### config.mk
export PLATFORM = sky130hd
export DESIGN_NAME = alu_seq
export DESIGN_NICKNAME = d
export VERILOG_FILES = /design/src/rtl/alu_seq_pkg.sv /design/src/rtl/alu_muldiv_iter.sv /design/src/rtl/alu_seq.sv
export SDC_FILE = /design/constraint.sdc
export NUM_CORES = 1
export LEC_CHECK = 0
export BUFFER_PORTS_ARGS = -buffer_cell sky130_fd_sc_hd__buf_4
export CAP_MARGIN = 30
export CORE_UTILIZATION = 53
export DETAILED_ROUTE_END_ITERATION = 10
export PLACE_DENSITY = 0.72
export REMOVE_ABC_BUFFERS = 1
export SLEW_MARGIN = 15
export SYNTH_ARGS = -nofsm -noshare
export SYNTH_HDL_FRONTEND = slang
export SYNTH_HIERARCHICAL = 1
export SYNTH_SLANG_ARGS = --single-unit
export TNS_END_PERCENT = 5
### constraint.sdc
create_clock -name clk -period 13.1 [get_ports clk]
set_input_delay 1.965 -clock clk [delete_from_list [all_inputs] [get_ports clk]]
set_output_delay 1.965 -clock clk [all_outputs]
set_load 0.01 [all_outputs]
### src/rtl/alu_seq_pkg.sv
// Shared opcode definitions and control state type for the sequential ALU
// and its control decoder.
package alu_seq_pkg;

  localparam logic [5:0] OPR_ADD   = 6'b100000;
  localparam logic [5:0] OPR_SUB   = 6'b100010;
  localparam logic [5:0] OPR_AND   = 6'b100100;
  localparam logic [5:0] OPR_OR    = 6'b100101;
  localparam logic [5:0] OPR_SLT   = 6'b101010;
  localparam logic [5:0] OPR_MULTU = 6'b011001;
  localparam logic [5:0] OPR_DIVU  = 6'b011011;

  typedef enum logic [1:0] {
    S_IDLE = 2'd0,
    S_CALC = 2'd1,
    S_DONE = 2'd2
  } state_t;

  function automatic logic op_is_iter(input logic [5:0] op);
    return (op == OPR_MULTU) || (op == OPR_DIVU);
  endfunction

endpackage

### src/rtl/alu_muldiv_iter.sv
// Width-cycle iterative core: unsigned shift-add multiply and restoring divide.
// hi/lo hold product high/low or remainder/quotient once done pulses.
module alu_muldiv_iter
  import alu_seq_pkg::*;
#(
  parameter int unsigned Width = 32
) (
  input  logic             clk,
  input  logic             rst_n,
  input  logic             start,
  input  logic             is_div,
  input  logic [Width-1:0] a,
  input  logic [Width-1:0] b,
  output logic             busy,
  output logic             done,
  output logic [Width-1:0] hi,
  output logic [Width-1:0] lo,
  output logic             div0
);

  localparam int unsigned CW = $clog2(Width) + 1;
  localparam logic [CW-1:0] LAST = CW'(Width - 1);

  logic [Width-1:0] b_r;
  logic             div_r;
  logic [CW-1:0]    cnt;

  logic [Width-1:0] cur_hi, cur_lo, cur_b, nxt_hi, nxt_lo;
  logic             cur_div;
  logic [Width:0]   msum, shifted, diff;

  // The first iteration runs on the accept edge straight from the inputs, so
  // the last one lands Width-1 edges later and the result is ready for the
  // caller to register on the following edge.
  always_comb begin
    cur_hi  = start ? '0     : hi;
    cur_lo  = start ? a      : lo;
    cur_b   = start ? b      : b_r;
    cur_div = start ? is_div : div_r;
    msum    = {1'b0, cur_hi} + (cur_lo[0] ? {1'b0, cur_b} : '0);
    shifted = {cur_hi, cur_lo[Width-1]};
    diff    = shifted - {1'b0, cur_b};
    nxt_hi  = msum[Width:1];
    nxt_lo  = {msum[0], cur_lo[Width-1:1]};
    if (cur_div) begin
      // A zero divisor always "fits": quotient fills with ones, remainder ends as a.
      if (shifted >= {1'b0, cur_b}) begin
        nxt_hi = diff[Width-1:0];
        nxt_lo = {cur_lo[Width-2:0], 1'b1};
      end else begin
        nxt_hi = shifted[Width-1:0];
        nxt_lo = {cur_lo[Width-2:0], 1'b0};
      end
    end
  end

  always_ff @(posedge clk or negedge rst_n) begin
    if (!rst_n) begin
      hi    <= '0;
      lo    <= '0;
      b_r   <= '0;
      div_r <= 1'b0;
      div0  <= 1'b0;
      busy  <= 1'b0;
      done  <= 1'b0;
      cnt   <= '0;
    end else begin
      done <= 1'b0;
      if (start) begin
        hi    <= nxt_hi;
        lo    <= nxt_lo;
        b_r   <= b;
        div_r <= is_div;
        div0  <= is_div && (b == '0);
        busy  <= 1'b1;
        cnt   <= CW'(1);
      end else if (busy) begin
        hi  <= nxt_hi;
        lo  <= nxt_lo;
        cnt <= cnt + CW'(1);
        if (cnt == LAST) begin
          busy <= 1'b0;
          done <= 1'b1;
          cnt  <= '0;
        end
      end
    end
  end

endmodule

### src/rtl/alu_seq.sv
// Multi-cycle execute-stage ALU: handshake FSM, single-cycle ops and
// registered result/flags; MULTU/DIVU are delegated to alu_muldiv_iter.
module alu_seq
  import alu_seq_pkg::*;
#(
  parameter int unsigned Width = 32
) (
  input  logic             clk,
  input  logic             rst_n,
  input  logic             in_valid,
  output logic             in_ready,
  input  logic [Width-1:0] in1,
  input  logic [Width-1:0] in2,
  input  logic [5:0]       aluop,
  output logic             out_valid,
  input  logic             out_ready,
  output logic [Width-1:0] out,
  output logic [Width-1:0] out_hi,
  output logic             zero,
  output logic             div0,
  output logic             illegal
);

  state_t           state, state_nx;
  logic             start, load_single, load_iter;
  logic [Width-1:0] s_res;
  logic             s_ill;
  logic             core_busy, core_done, core_div0;
  logic [Width-1:0] core_hi, core_lo;

  always_comb begin
    s_res = '0;
    s_ill = 1'b0;
    case (aluop)
      OPR_ADD: s_res = in1 + in2;
      OPR_SUB: s_res = in1 - in2;
      OPR_AND: s_res = in1 & in2;
      OPR_OR:  s_res = in1 | in2;
      OPR_SLT: s_res[0] = $signed(in1) < $signed(in2);
      OPR_MULTU, OPR_DIVU: s_res = '0;
      default: s_ill = 1'b1;
    endcase
  end

  assign in_ready  = (state == S_IDLE) && !core_busy;
  assign out_valid = (state == S_DONE);

  always_ff @(posedge clk or negedge rst_n) begin
    if (!rst_n) state <= S_IDLE;
    else        state <= state_nx;
  end

  always_comb begin
    state_nx    = state;
    start       = 1'b0;
    load_single = 1'b0;
    load_iter   = 1'b0;
    case (state)
      S_IDLE: begin
        if (in_valid && in_ready) begin
          if (op_is_iter(aluop)) begin
            start    = 1'b1;
            state_nx = S_CALC;
          end else begin
            load_single = 1'b1;
            state_nx    = S_DONE;
          end
        end
      end
      S_CALC: begin
        if (core_done) begin
          load_iter = 1'b1;
          state_nx  = S_DONE;
        end
      end
      S_DONE: begin
        if (out_ready) state_nx = S_IDLE;
      end
      default: state_nx = S_IDLE;
    endcase
  end

  alu_muldiv_iter #(.Width(Width)) u_iter (
    .clk    (clk),
    .rst_n  (rst_n),
    .start  (start),
    .is_div (aluop == OPR_DIVU),
    .a      (in1),
    .b      (in2),
    .busy   (core_busy),
    .done   (core_done),
    .hi     (core_hi),
    .lo     (core_lo),
    .div0   (core_div0)
  );

  // Results persist through IDLE and only change when the next result loads.
  always_ff @(posedge clk or negedge rst_n) begin
    if (!rst_n) begin
      out     <= '0;
      out_hi  <= '0;
      zero    <= 1'b0;
      div0    <= 1'b0;
      illegal <= 1'b0;
    end else if (load_single) begin
      out     <= s_res;
      out_hi  <= '0;
      zero    <= (s_res == '0);
      div0    <= 1'b0;
      illegal <= s_ill;
    end else if (load_iter) begin
      out     <= core_lo;
      out_hi  <= core_hi;
      zero    <= (core_lo == '0);
      div0    <= core_div0;
      illegal <= 1'b0;
    end
  end

endmodule
Word level (Yosys, flattened, before mapping)
Cells that the tools add are included.
{ "totals": {"ff_bits": 175, "in_bits": 74, "word_cells": 97} }
{ "op_classes": {"add_sub_neg": 5, "order_cmp": 2, "n_eq_ne": 13, "n_mux": 48, "bitwise_logic": 2, "n_reduce_logical": 13} }
{ "ops": {"columns": ["operator", "count"], "rows": [
  ["2-to-1 mux 32 bit", 15],
  ["case mux 31 bit (4 select lines)", 1],
  ["zero test 32 bit", 3],
  ["subtractor 32 bit", 2],
  ["adder 32 x 32 -> 33 bit", 1],
  [">= comparator 33 x 32 -> 1 bit", 1],
  ["adder 32 bit", 1],
  ["AND 32 bit", 1],
  ["< comparator 32 bit", 1],
  ["OR 32 bit", 1],
  ["== test 6 bit (second input constant)", 5],
  ["2-to-1 mux 1 bit", 23],
  ["== test 6 x 5 -> 1 bit (second input constant)", 3],
  ["2-to-1 mux 6 bit", 3],
  ["2-to-1 mux 2 bit", 4],
  ["OR reduction 7 bit", 1],
  ["adder 6 x 1 -> 6 bit (second input constant)", 1],
  ["inequality test 2 x 1 -> 1 bit (second input constant)", 3],
  ["case mux 2 bit (3 select lines)", 1],
  ["case mux 1 bit (5 select lines)", 1],
  ["nonzero test 2 bit", 2],
  ["logical AND 1 bit", 3],
  ["AND reduction 3 bit", 1],
  ["== test 2 x 1 -> 1 bit (second input constant)", 1],
  ["other kinds (4)", 4]
]} }

Longest topological paths before layout
{ "depth": {"ltp_word": 11, "depth_mapped": 22} }

Cells and area by module
Netlist, hierarchy kept.
{ "modules_own_cells": {"columns": ["module", "instances", "cells_each", "area_per_inst_um2", "seq_area_each_um2"], "rows": [
  ["alu_muldiv_iter", 1, 1066, 9014.9, 2652.5],
  ["alu_seq", 1, 1123, 8290.5, 1726.7]
]} }

Worst setup path before layout
OpenSTA, ideal clock, no wires.
{ "synth_path": {"path_type": "in2reg", "from": "input aluop[0]", "to": "register u_iter.hi[31]", "setup_time_ns": 0.140, "t_arrival_ns": 6.477, "required_time_ns": 12.960, "setup_slack_ns": 6.484, "stages": 20, "n_path_buf": 4, "path_cell_list": "clkbuf_1 > nand2b_1 > or3_1 > nor2_1 > clkbuf_1 > buf_1 > mux2i_1 > clkbuf_1 > nor2_1 > fa_1 > a211oi_1 > nor2_1 > o2111ai_1 > a21oi_1 > a211oi_2 > o21ai_4 > a21oi_2 > a311oi_2 > a2111oi_0 > o22ai_1"} }
{ "synth_via": {"elab_chain_cells": 11} }
{ "synth_lines": {"columns": ["item", "line", "text"], "rows": [
  ["start: declaration", "alu_seq.sv:14", "input logic [5:0] aluop,"],
  ["== test 6 x 5 -> 1 bit", "alu_seq_pkg.sv:20", "return (op == OPR_MULTU) || (op == OPR_DIVU);"],
  ["logical OR 1 bit *", "alu_seq_pkg.sv:20", null],
  ["2-to-1 mux 1 bit *", "alu_seq.sv:61", "if (op_is_iter(aluop)) begin"],
  ["2-to-1 mux 1 bit *", "alu_seq.sv:60", "if (in_valid && in_ready) begin"],
  ["2-to-1 mux 1 bit *", "alu_seq.sv:58", "case (state)"],
  ["via start", "alu_seq.sv:25", "logic start, load_single, load_iter;"],
  ["2-to-1 mux 32 bit (on tied branches)", "alu_muldiv_iter.sv:38, alu_muldiv_iter.sv:36, alu_muldiv_iter.sv:37", null],
  ["2-to-1 mux 32 bit (tied with other cells)", "alu_muldiv_iter.sv:40", "msum = {1'b0, cur_hi} + (cur_lo[0] ? {1'b0, cur_b} : '0);"],
  ["adder 32 x 32 -> 33 bit / 2-to-1 mux 32 bit (equally long branches)", "alu_muldiv_iter.sv:40, alu_muldiv_iter.sv:47", null],
  ["2-to-1 mux 32 bit", "alu_muldiv_iter.sv:45", "if (cur_div) begin"],
  ["2-to-1 mux 32 bit", "alu_muldiv_iter.sv:77", "end else if (busy) begin"],
  ["2-to-1 mux 32 bit", "alu_muldiv_iter.sv:69", "if (start) begin"],
  ["end signal: assignment", "alu_muldiv_iter.sv:70", "hi <= nxt_hi;"],
  ["end signal: assignment", "alu_muldiv_iter.sv:78", "hi <= nxt_hi;"],
  ["end: declaration", "alu_muldiv_iter.sv:16", "output logic [Width-1:0] hi,"]
]} }
Mark *: on every way through the listed nets, which the timed path passes. The rest lies on a longest branch. The select of a mux whose other input is x is not followed.
A chain may end at the register's enable or synchronous reset.

Final worst setup path
Ends and elaborated chain as after synthesis.

==> flow_summary.toml <==
[synth]
async_flop_share_pct = 100.0
synth-xor-area-share_pct = 3.796
ys_warn_count = 6
ys_seq_area_share_pct = 25.31
synth_top_area_share_pct = 25.31
synth-seq-cells = 175
synth_cells = 2189
synth_commonest_cells = "264 x nand2_1, 212 x a21oi_1, 200 x nor2_1"
synth-compound-area-share_pct = 26.69
synth_area_per_cell_um2 = 7.906
synth-edff-count = 0
synth_top_family_by_area = "compound AO/OA/AOI/OAI gates"
syn_area_um2 = 17310
synthSimpleGateAreaFrac_pct = 20.19
yosysTopAreaCell = "dfrtp_1"
synth_area_leaders = "dfrtp_1 25%, ha_1 12%, a21oi_1 6.1%"
synth.mux.area_fraction_pct = 5.097
synth.most_common_cell = "nand2_1"
synth_ff_type = "dfrtp_1"
synthAdderAreaFrac_pct = 12.61
synth_cell_types = 104

[critical_path]
regToRegSetupSlack_ns = 7.51
crit_path_end_kind = "flip-flop"
crit_type = "in2reg"
crit_required_ns = 13.39
crit_arrival_ns = 7.13
path_max_fanout = 43
start_kind = "input port"

[global_routing]
antenna_found_initial = 0
first_global_vias = 16335
grt_max_degree = 105
grt-ovfl-total = 0
grt_pass1_wl_um = 92870
grtUsageTotal_pct = 35.98

[worst_hold_path]
hp-class = "reg2reg"

[cts]
clockRootBuffer = "clkbuf_16"
cts_buffers = 17
cts_tree = "done"
clk_pin_slew_worst_paths_ns = 0.07
cts.sinks = 175
holdBufCountCts = 0
htreeDepth = 4
clock_path_buffers = 2
clk-insertion-delay-late_ns = 0.44
cts_resized = 0
cts_setup_buffers = 0

[timing]
final-max-slew-violation-count = 0
post-route-min-period_ns = 6.840
finClkSkew_ns = 0.009361
finalSetupViolCount = 0
rsz0062_at_grt = "no"
fmax_mhz = 146.2
tns_ns = 0
slew_headroom_pct = 34.36
worst_pin_slew_ns = 0.9835
finalHoldViolCount = 0
period_share_pct = 52.22

[final_layout]
layout-drive-gt1-share_pct = 13.13
nets = 2503
n_antenna_cell = 0
fin_area_um2 = 19210
area_growth_pct = 10.98

[routing]
drtIter0Drc = 1933
dr.pass1.iters = 6
ant_nets = 0
drc = 0
vias = 17374
viasPerCell = 6.423
avgRoutedWirePerCell_um = 22.17
wl_um = 59960

[place]
gp_congestion = 0.9943
dpl.hpwl_um = 45560
io_buffers = 142
place_area_um2 = 18570

[floorplan]
fp.dieW_um = 182.7
num_io_pins = 143
fp.dieH_um = 182.7
dieArea_um2 = 33380
initial_core_util_pct = 54.42
coreArea_um2 = 31800
row_count = 65

[pwr]
power_mw = 3.561
vdd_drop_max_v = 0.0001372
power.density_nw_per_um2 = 185.4
p_leak_nw = 8.906

[run_status]
outcome = "finished clean"

[flow_run]
drv_cap = 0
worst paths after layout:
check,start,end,depth (start not counted)
min reg2reg,u_iter/cnt[5]$_DFFE_PN0P_,u_iter/done$_DFF_PN0_,1
max,aluop[0],u_iter/hi[31]$_DFFE_PN0P_,20
min,u_iter/cnt[5]$_DFFE_PN0P_,u_iter/done$_DFF_PN0_,1
min in group asynchronous,rst_n,out_hi[4]$_DFFE_PN0P_,1
max in group asynchronous,rst_n,state[1]$_DFFE_PN0P_,3
max reg2reg,u_iter/busy$_DFF_PN0_,u_iter/hi[31]$_DFFE_PN0P_,19
flip-flops by register name, indices dropped and copies added (netlist names), 2 cells and up:
name,cells
u_iter/hi,32
u_iter/b_r,32
u_iter/cnt,6
out,32
state,2
out_hi,32
u_iter/lo,32
placed cells by master, fill, tap and decap left out, types with 20 or more instances in the layout:
cell type,synthesis,layout
mux2i_1,69,68
buf_4,1,160
nor2b_1,55,55
and2_1,25,24
o21ai_0,109,109
nor2_1,200,196
a21oi_1,212,212
nand4_1,21,21
nor3_1,30,30
a31oi_1,26,26
xnor2_1,48,48
ha_1,168,168
a31o_2,21,21
inv_1,140,140
a211oi_1,25,25
nand3_1,28,27
nor4_1,28,27
nand2b_1,25,25
a21o_1,49,49
nand2_1,264,264
o21a_1,20,20
o211ai_1,22,22
dfrtp_1,175,175
xor2_1,27,27
cells by family (layout without fill, tap and decap cells):
| group | count (synthesis) | after routing |
|---|---|---|
| and+or+nand+nor | 744 | 744 |
| DFF | 175 | 175 |
| adders and majority gates | 172 | 172 |
| muxes | 86 | 86 |
| buffers and inverters | 261 | 342 |
| AOI/OAI and AO/OA | 676 | 676 |
| xor gates and xnor gates | 75 | 75 |
power breakdown:
group	internal (mW)	total, mW	leakage [nW]	switching, mW
Sequential	0.698	0.847	2.22	0.149
Clock	0.296	0.532	0.294	0.236
Combinational	0.868	2.18	6.39	1.31
per-stage QoR:
| step | util (%) | std cells | worst slack (ns) | hold slack (ns) |
|---|---|---|---|---|
| floorplan | - | 2074 | 0.7599 | 0.4536 |
| global placement | 58.38 | 2670 | 6.124 | 0.4732 |
| detailed placement | 58.41 | 2672 | 5.997 | 0.4907 |
| CTS | 60.31 | 2704 | 6.427 | 0.4977 |
| global route | 60.40 | 2705 | 6.116 | 0.5191 |
| finish | 60.40 | 2705 | 6.260 | 0.5024 |
layout make-up:
cell class              count  area (µm²)
multi-input cells        1753       11880
clock inverters            13       151.4
inverters                 146       548.0
clock buffers              19       452.9
flip-flops and latches    175        4379
repair buffers            164        1252
fillers                  2924       12590
well taps                 435       544.3
critical path, stage by stage:
cell and delay [ns]:
buf_4 0.18, nand2b_1 0.11, or3_1 0.48, nor2_4 0.15, buf_4 0.53, mux2i_2 0.27, buf_4 0.38, nor2b_1 0.10
ha_1 0.26, fa_1 0.44, a211oi_1 0.24, nor2_1 0.13, o2111ai_1 0.32, a21oi_1 0.15, a211oi_2 0.38, o21ai_4 0.12
a21oi_2 0.15, a311oi_2 0.07, a2111oi_0 0.51, o22ai_1 0.13
metal layers:
layer,GRT usage (%),up-vias,routed length [µm]
li1,-,7987,-
met5,0,-,0
met3,5.568,151,4731
met4,16.13,0,2444
met2,56.92,807,27040
met1,48.47,8429,25740
Power figures use the tool's default switching activity.
